**src/rtl/run_sequencer.sv**
```systemverilog
// run_sequencer: pulses the core Start, times each program until Ack, batch of NUM_PROGS.
// Optional RUN_SEQ_TIMEOUT_EN aborts a program that runs TIMEOUT cycles without Ack.
module run_sequencer #(
    parameter int          NUM_PROGS = 3,
    parameter int          CNT_W     = 16,
    parameter int          START_LEN = 2,
    parameter int unsigned TIMEOUT   = 16'd4000,
    parameter int          PW        = (NUM_PROGS > 1) ? $clog2(NUM_PROGS) : 1
) (
    input  logic             Clk,
    input  logic             Reset,
    input  logic             Go,
    input  logic             CoreAck,
    output logic             CoreStart,
    output logic [PW-1:0]    ProgIdx,
    output logic [CNT_W-1:0] CycleCnt,
    output logic             CntValid,
    output logic             Busy,
    output logic             Done,
    output logic             TimedOut
);

    localparam int SW = (START_LEN > 1) ? $clog2(START_LEN) : 1;
    localparam logic [SW-1:0]    LAST_PULSE = SW'(START_LEN - 1);
    localparam logic [PW-1:0]    LAST_IDX   = PW'(NUM_PROGS - 1);
    localparam logic [CNT_W-1:0] CNT_MAX    = '1;
    localparam logic [CNT_W-1:0] TO_V       = CNT_W'(TIMEOUT);

    typedef enum logic [2:0] {
        S_IDLE,
        S_START,
        S_RUN,
        S_REPORT,
        S_FIN
    } state_t;

    state_t           state_q, state_d;
    logic [SW-1:0]    pulse_q, pulse_d;
    logic [CNT_W-1:0] run_q, run_d;
    logic [PW-1:0]    idx_q, idx_d;
    logic [CNT_W-1:0] cnt_q, cnt_d;
    logic             start_q, start_d;
    logic             valid_q, valid_d;
    logic             busy_q, busy_d;
    logic             done_q, done_d;
    logic             to_q, to_d;

    // Next-state and registered-output computation
    always_comb begin
        state_d = state_q;
        pulse_d = pulse_q;
        run_d   = run_q;
        idx_d   = idx_q;
        cnt_d   = cnt_q;
        valid_d = 1'b0;
        to_d    = to_q;
        unique case (state_q)
            S_IDLE, S_FIN: begin
                if (Go) begin
                    idx_d   = '0;
                    to_d    = 1'b0;
                    pulse_d = '0;
                    state_d = S_START;
                end
            end
            S_START: begin
                if (pulse_q == LAST_PULSE) begin
                    run_d   = '0;
                    state_d = S_RUN;
                end else begin
                    pulse_d = pulse_q + 1'b1;
                end
            end
            S_RUN: begin
                if (CoreAck) begin
                    cnt_d   = run_q;
                    valid_d = 1'b1;
                    state_d = S_REPORT;
                end
`ifdef RUN_SEQ_TIMEOUT_EN
                else if (run_q == TO_V) begin
                    to_d    = 1'b1;
                    cnt_d   = TO_V;
                    valid_d = 1'b1;
                    state_d = S_FIN;
                end
`endif
                else if (run_q != CNT_MAX) begin
                    run_d = run_q + 1'b1;
                end
            end
            S_REPORT: begin
                if (idx_q == LAST_IDX) begin
                    state_d = S_FIN;
                end else begin
                    idx_d   = idx_q + 1'b1;
                    pulse_d = '0;
                    state_d = S_START;
                end
            end
            default: state_d = S_IDLE;
        endcase
        start_d = (state_d == S_START);
        busy_d  = (state_d == S_START) || (state_d == S_RUN) ||
                  (state_d == S_REPORT);
        done_d  = (state_d == S_FIN);
    end

    // State and output registers, synchronous reset clears everything
    always_ff @(posedge Clk) begin
        if (Reset) begin
            state_q <= S_IDLE;
            pulse_q <= '0;
            run_q   <= '0;
            idx_q   <= '0;
            cnt_q   <= '0;
            start_q <= 1'b0;
            valid_q <= 1'b0;
            busy_q  <= 1'b0;
            done_q  <= 1'b0;
            to_q    <= 1'b0;
        end else begin
            state_q <= state_d;
            pulse_q <= pulse_d;
            run_q   <= run_d;
            idx_q   <= idx_d;
            cnt_q   <= cnt_d;
            start_q <= start_d;
            valid_q <= valid_d;
            busy_q  <= busy_d;
            done_q  <= done_d;
            to_q    <= to_d;
        end
    end

    assign CoreStart = start_q;
    assign ProgIdx   = idx_q;
    assign CycleCnt  = cnt_q;
    assign CntValid  = valid_q;
    assign Busy      = busy_q;
    assign Done      = done_q;

`ifdef RUN_SEQ_TIMEOUT_EN
    assign TimedOut = to_q;
`else
    // Without the timeout the sticky flag never sets
    logic unused_timeout;
    assign unused_timeout = ^{TO_V, to_q};
    assign TimedOut = 1'b0;
`endif

endmodule

```
**config.mk**
```make
export PLATFORM = sky130hd
export DESIGN_NAME = run_sequencer
export DESIGN_NICKNAME = d
export VERILOG_FILES = /design/src/rtl/run_sequencer.sv
export SDC_FILE = /design/constraint.sdc
export NUM_CORES = 1
export LEC_CHECK = 0
export CAP_MARGIN = 20
export CORE_MARGIN = 3
export CORE_UTILIZATION = 30
export CTS_CLUSTER_SIZE = 14
export DETAILED_ROUTE_END_ITERATION = 12
export GPL_TIMING_DRIVEN = 0
export HOLD_SLACK_MARGIN = 0.03
export PLACE_DENSITY = 0.49
export SLEW_MARGIN = 20
export SYNTH_ARGS = -nofsm -noshare
export SYNTH_HDL_FRONTEND = slang
export SYNTH_SLANG_ARGS = --single-unit
```
**constraint.sdc**
```tcl
create_clock -name Clk -period 3.3 [get_ports Clk]
set_input_delay 0.66 -clock Clk [delete_from_list [all_inputs] [get_ports Clk]]
set_output_delay 0.66 -clock Clk [all_outputs]
set_load 0.05 [all_outputs]
```
==> summary by stage <==
Worst setup path
The number of buffer and inverter stages on the critical path is 1. On the critical path, the stage with the largest delay is an instance of clkdlybuf4s50_1. Walking the worst path, the cells encountered are clkdlybuf4s50_1 > or3b_1 > a21oi_2 > a21boi_4 > o21ai_0 > a31o_2. The path depth of the worst reg2reg path is 6. The type of element capturing the critical path is a flop. In this run the critical register-to-register path is captured at CycleCnt[11]. The startpoint of the most critical register-to-register path is state_q[1]. On the critical path the largest part of the delay comes from compound AO/OA/AOI/OAI gates.

Setup slack on the worst reg-to-reg path comes out at 1160 ps. The kind of critical path is primary input to flop. The element type at the critical path start is a primary input. The maximum net fanout on the critical path is 10. The data arrival time of the worst path is 2540 ps. STA puts the critical path data required time at 3480 ps. The delay contributed by the slowest stage of the critical path is 540 ps.

Placed design
The count of buffers inserted at the top-level ports is 25. After legalization and detailed placement, the total HPWL measured 3.40 mm. The placer's final routability congestion estimate is 0.827.

The standard cell area after detailed placement is 2270 um^2. The number of instances in the placed design is 332.

Final layout
After the flow finishes, the layout carries non-filler instances totaling 338. The fraction of layout instances using a drive strength above 1 is 7.60%. The final layout net count is 270. The final standard cell utilization of the core is 38.8%.

The cell area after layout is 2350 um^2. The synthesis-to-layout area growth is 22.2%. The number of antenna diodes in the final layout is 0.

Clock tree
Post-CTS repair changed the size of 0 cells. TritonCTS built the clock tree. The clock input transition at the sequential cells of the worst setup and hold paths is 70 ps. In this run, CTS created clock tree buffers numbering 5. The number of clock sinks seen by CTS is 42. The buffer depth of the longest clock path is 2.

In this run the post-CTS setup repair buffer count came out at 0. The clock tree root buffer cell is clkbuf_8. The clock latency on the worst-skew pair is 290 ps. The hold buffer count at cts is 0. In this run the number of H-tree levels came out at 2.

Drt
The aggregate routed wire length is 4.78 mm. Detailed routing inserted a total of 1,725 vias. The via-per-instance ratio is 5.10.

In this run, the number of DRC markers left after iteration 0 of detailed routing was 113. The count of TritonRoute iterations in the first routing pass is 4. Once detail routing completed, the nets flagged for antenna violations numbered 0. The remaining routing DRC violations is 0. The average routed wire per standard cell is 14.1 um.

Synthesis
Synthesis instantiated 50 different standard cells from the library. By count the netlist is led by dfxtp_1 (42), nand2_1 (42), a21oi_1 (27), nor2_1 (16), nor3_1 (9). The synthesized netlist devotes 25.0% of its cell area to compound gates.

After synthesis, the largest family of logic cells by area is compound AO/OA/AOI/OAI gates. The average instance area after synthesis is 8.29 um^2. The count of flip-flops with a built-in enable after synthesis is 0. The portion of the post-synthesis area used by sequential elements is 43.7%.

Counting every instance in the synthesized netlist gives 232. Summing the areas of all xor and xnor instances in the mapped netlist gives 0% of the synthesized area. By area the synthesized netlist is led by dfxtp_1 (44%), nand2_1 (8.2%), a21oi_1 (7.0%), nor2_1 (3.1%), nor3_1 (2.3%). After synthesis the netlist holds a flip-flop and latch count of 42. The share of synthesized area spent on multiplexers is 0.520%.

The area share of fa/ha/maj cells after synthesis is 1.30%. The fraction of the mapped netlist area in simple logic gates is 24.8%. dfxtp_1 takes more of the synthesized area than any other cell. The synthesized area is 1920 um^2. The async set-reset flop share out of synthesis is 0%. The most used flip-flop cell after synthesis is dfxtp_1. Counting every net in the synthesized netlist gives 238. The top-area cell type share of the netlist area is 43.7%. The number of warning messages in the yosys log is 0.

STA
The final hold slack is 456 ps. At the pin with the least slew margin, the transition time is 713 ps. Setup repair after global routing left no endpoint under its margin. The summed negative setup slack over all endpoints is 0 ps. The number of pins exceeding their max-slew limit in the final report is 0. For the final database, setup skew stands at 2.89 ps.

The minimum clock period after layout is 2360 ps. Setup violations remaining at the end of the flow were counted as 0. The maximum achievable frequency is 424 MHz.

In this run the tightest slew margin relative to its limit is 52.2%. The final period utilization is 71.5%. The hold violation total from the final report is 0.

Outcome
The run finished with clean final reports.

Power and ir drop
The power density over the cells is 393 nW/um^2. In this run the static leakage power is 0.000774 uW. The largest voltage drop on the vdd net is 0.158 mV.

Global route
Entering global routing, the biggest net connects 12 pins. Global routing finished with a remaining overflow of 0. The number of global-route vias before repair is 1,663. The global-route usage over all layers is 14.2%. The first global-routing pass estimated 8.34 mm of wire.

The number of antenna violations at the first check in global routing is 0.

Floorplanning
The initial utilization of the core area, before any placement, comes to 31.8%. The I/O pin total is 27. The vertical die dimension is 86.1 um. The core box area is 6060 um^2. The width of the die is 86.1 um. The floorplan die area is 7410 um^2. Row generation in the floorplan step produced 28 rows.

Worst hold path
The worst hold path begins at CycleCnt[1]. The path class of the tightest hold or removal check is flop to flop. The worst hold path endpoint is CycleCnt[1]. The cell count of the worst hold path is 2.

Flow run
The max-capacitance violation count is 0.
==> power by group <==
part	internal [uW]	switching, uW
clock network	161	163
logic	28.3	54.7
registers	513	4.17
total	702	222
==> per-layer routing <==
metal | wire length [um] | vias up | GRT usage, % | share of wire, %
li1 | - | 907 | - | -
met1 | 2550 | 781 | 21.0 | 53
met2 | 1990 | 32 | 19.8 | 42
met3 | 177 | 5 | 2.88 | 3.7
met4 | 55 | 0 | 5.61 | 1.2
met5 | 0 | - | 0 | 0
==> flip-flops by register name (all words and copies together), names as in the netlist <==
| name | count |
|---|---|
| CycleCnt | 16 |
| run_q | 16 |
| state_q | 3 |
| ProgIdx | 2 |
| Busy | 1 |
| CntValid | 1 |
| CoreStart | 1 |
| Done | 1 |
| pulse_q | 1 |
==> how the worst max path moves through the flow <==
stage,start,to,slack [ps],depth (start not counted)
final,CoreAck,run_q[14],940,6
after global routing,CoreAck,run_q[14],850,6
after CTS,CoreAck,run_q[14],930,6
after detailed placement,CoreAck,run_q[4],630,6
after global placement,CoreAck,run_q[14],620,6
after floorplan,CoreAck,run_q[14],1410,5
==> tightest hold or removal path, delay by kind of cell, from the launching register on <==
| kind | cells | cell delay (ps) |
|---|---|---|
| flops | 1 | 310 |
| simple gates | 1 | 50 |
| compound gates | 1 | 50 |
==> stage by stage <==
step | setup WS, ps | power, uW
after floorplan | 1410 | 585
after global placement | 624 | 612
after detailed placement | 627 | 612
after CTS | 933 | 944
after global routing | 847 | 975
final | 941 | 924
==> final cells by class <==
| type | count | area (um^2) |
|---|---|---|
| sequential | 42 | 841 |
| fill | 635 | 3710 |
| timing repair buffer | 25 | 250 |
| inverter | 4 | 15.0 |
| clock buffer | 6 | 82.6 |
| tap | 75 | 93.8 |
| buffer | 13 | 72.6 |
| multi-input combinational | 173 | 996 |
==> placed cells by master (no fill, tap or decap), types with 2 or more instances in the layout <==
| master | instances |
|---|---|
| a41oi_1 | 2 |
| nor3_1 | 9 |
| nand2_1 | 42 |
| a21oi_1 | 27 |
| and3_1 | 6 |
| a32o_1 | 2 |
| a211oi_1 | 2 |
| o31ai_1 | 3 |
| buf_6 | 2 |
| clkbuf_8 | 6 |
| o21ai_1 | 3 |
| a21o_1 | 2 |
| and4_1 | 2 |
| o21ai_0 | 6 |
| nand4_1 | 2 |
| a31o_2 | 2 |
| nor3b_1 | 2 |
| nand2b_1 | 3 |
| o211ai_1 | 4 |
| buf_2 | 3 |
| o21a_1 | 2 |
| nand3_1 | 7 |
| clkdlybuf4s50_1 | 25 |
| ha_1 | 2 |
| dfxtp_1 | 42 |
| inv_1 | 4 |
| a311oi_1 | 4 |
| nor2_1 | 16 |
| and2_1 | 2 |
| clkbuf_1 | 5 |
| a31oi_1 | 3 |
==> logic make-up after synthesis <==
family	Yosys count
compound gates	70
fa+ha+maj	2
buf+inv	17
flops	42
mux	1
other cells	1
simple gates	99
No activity file was read; power rests on OpenSTA's default activity.
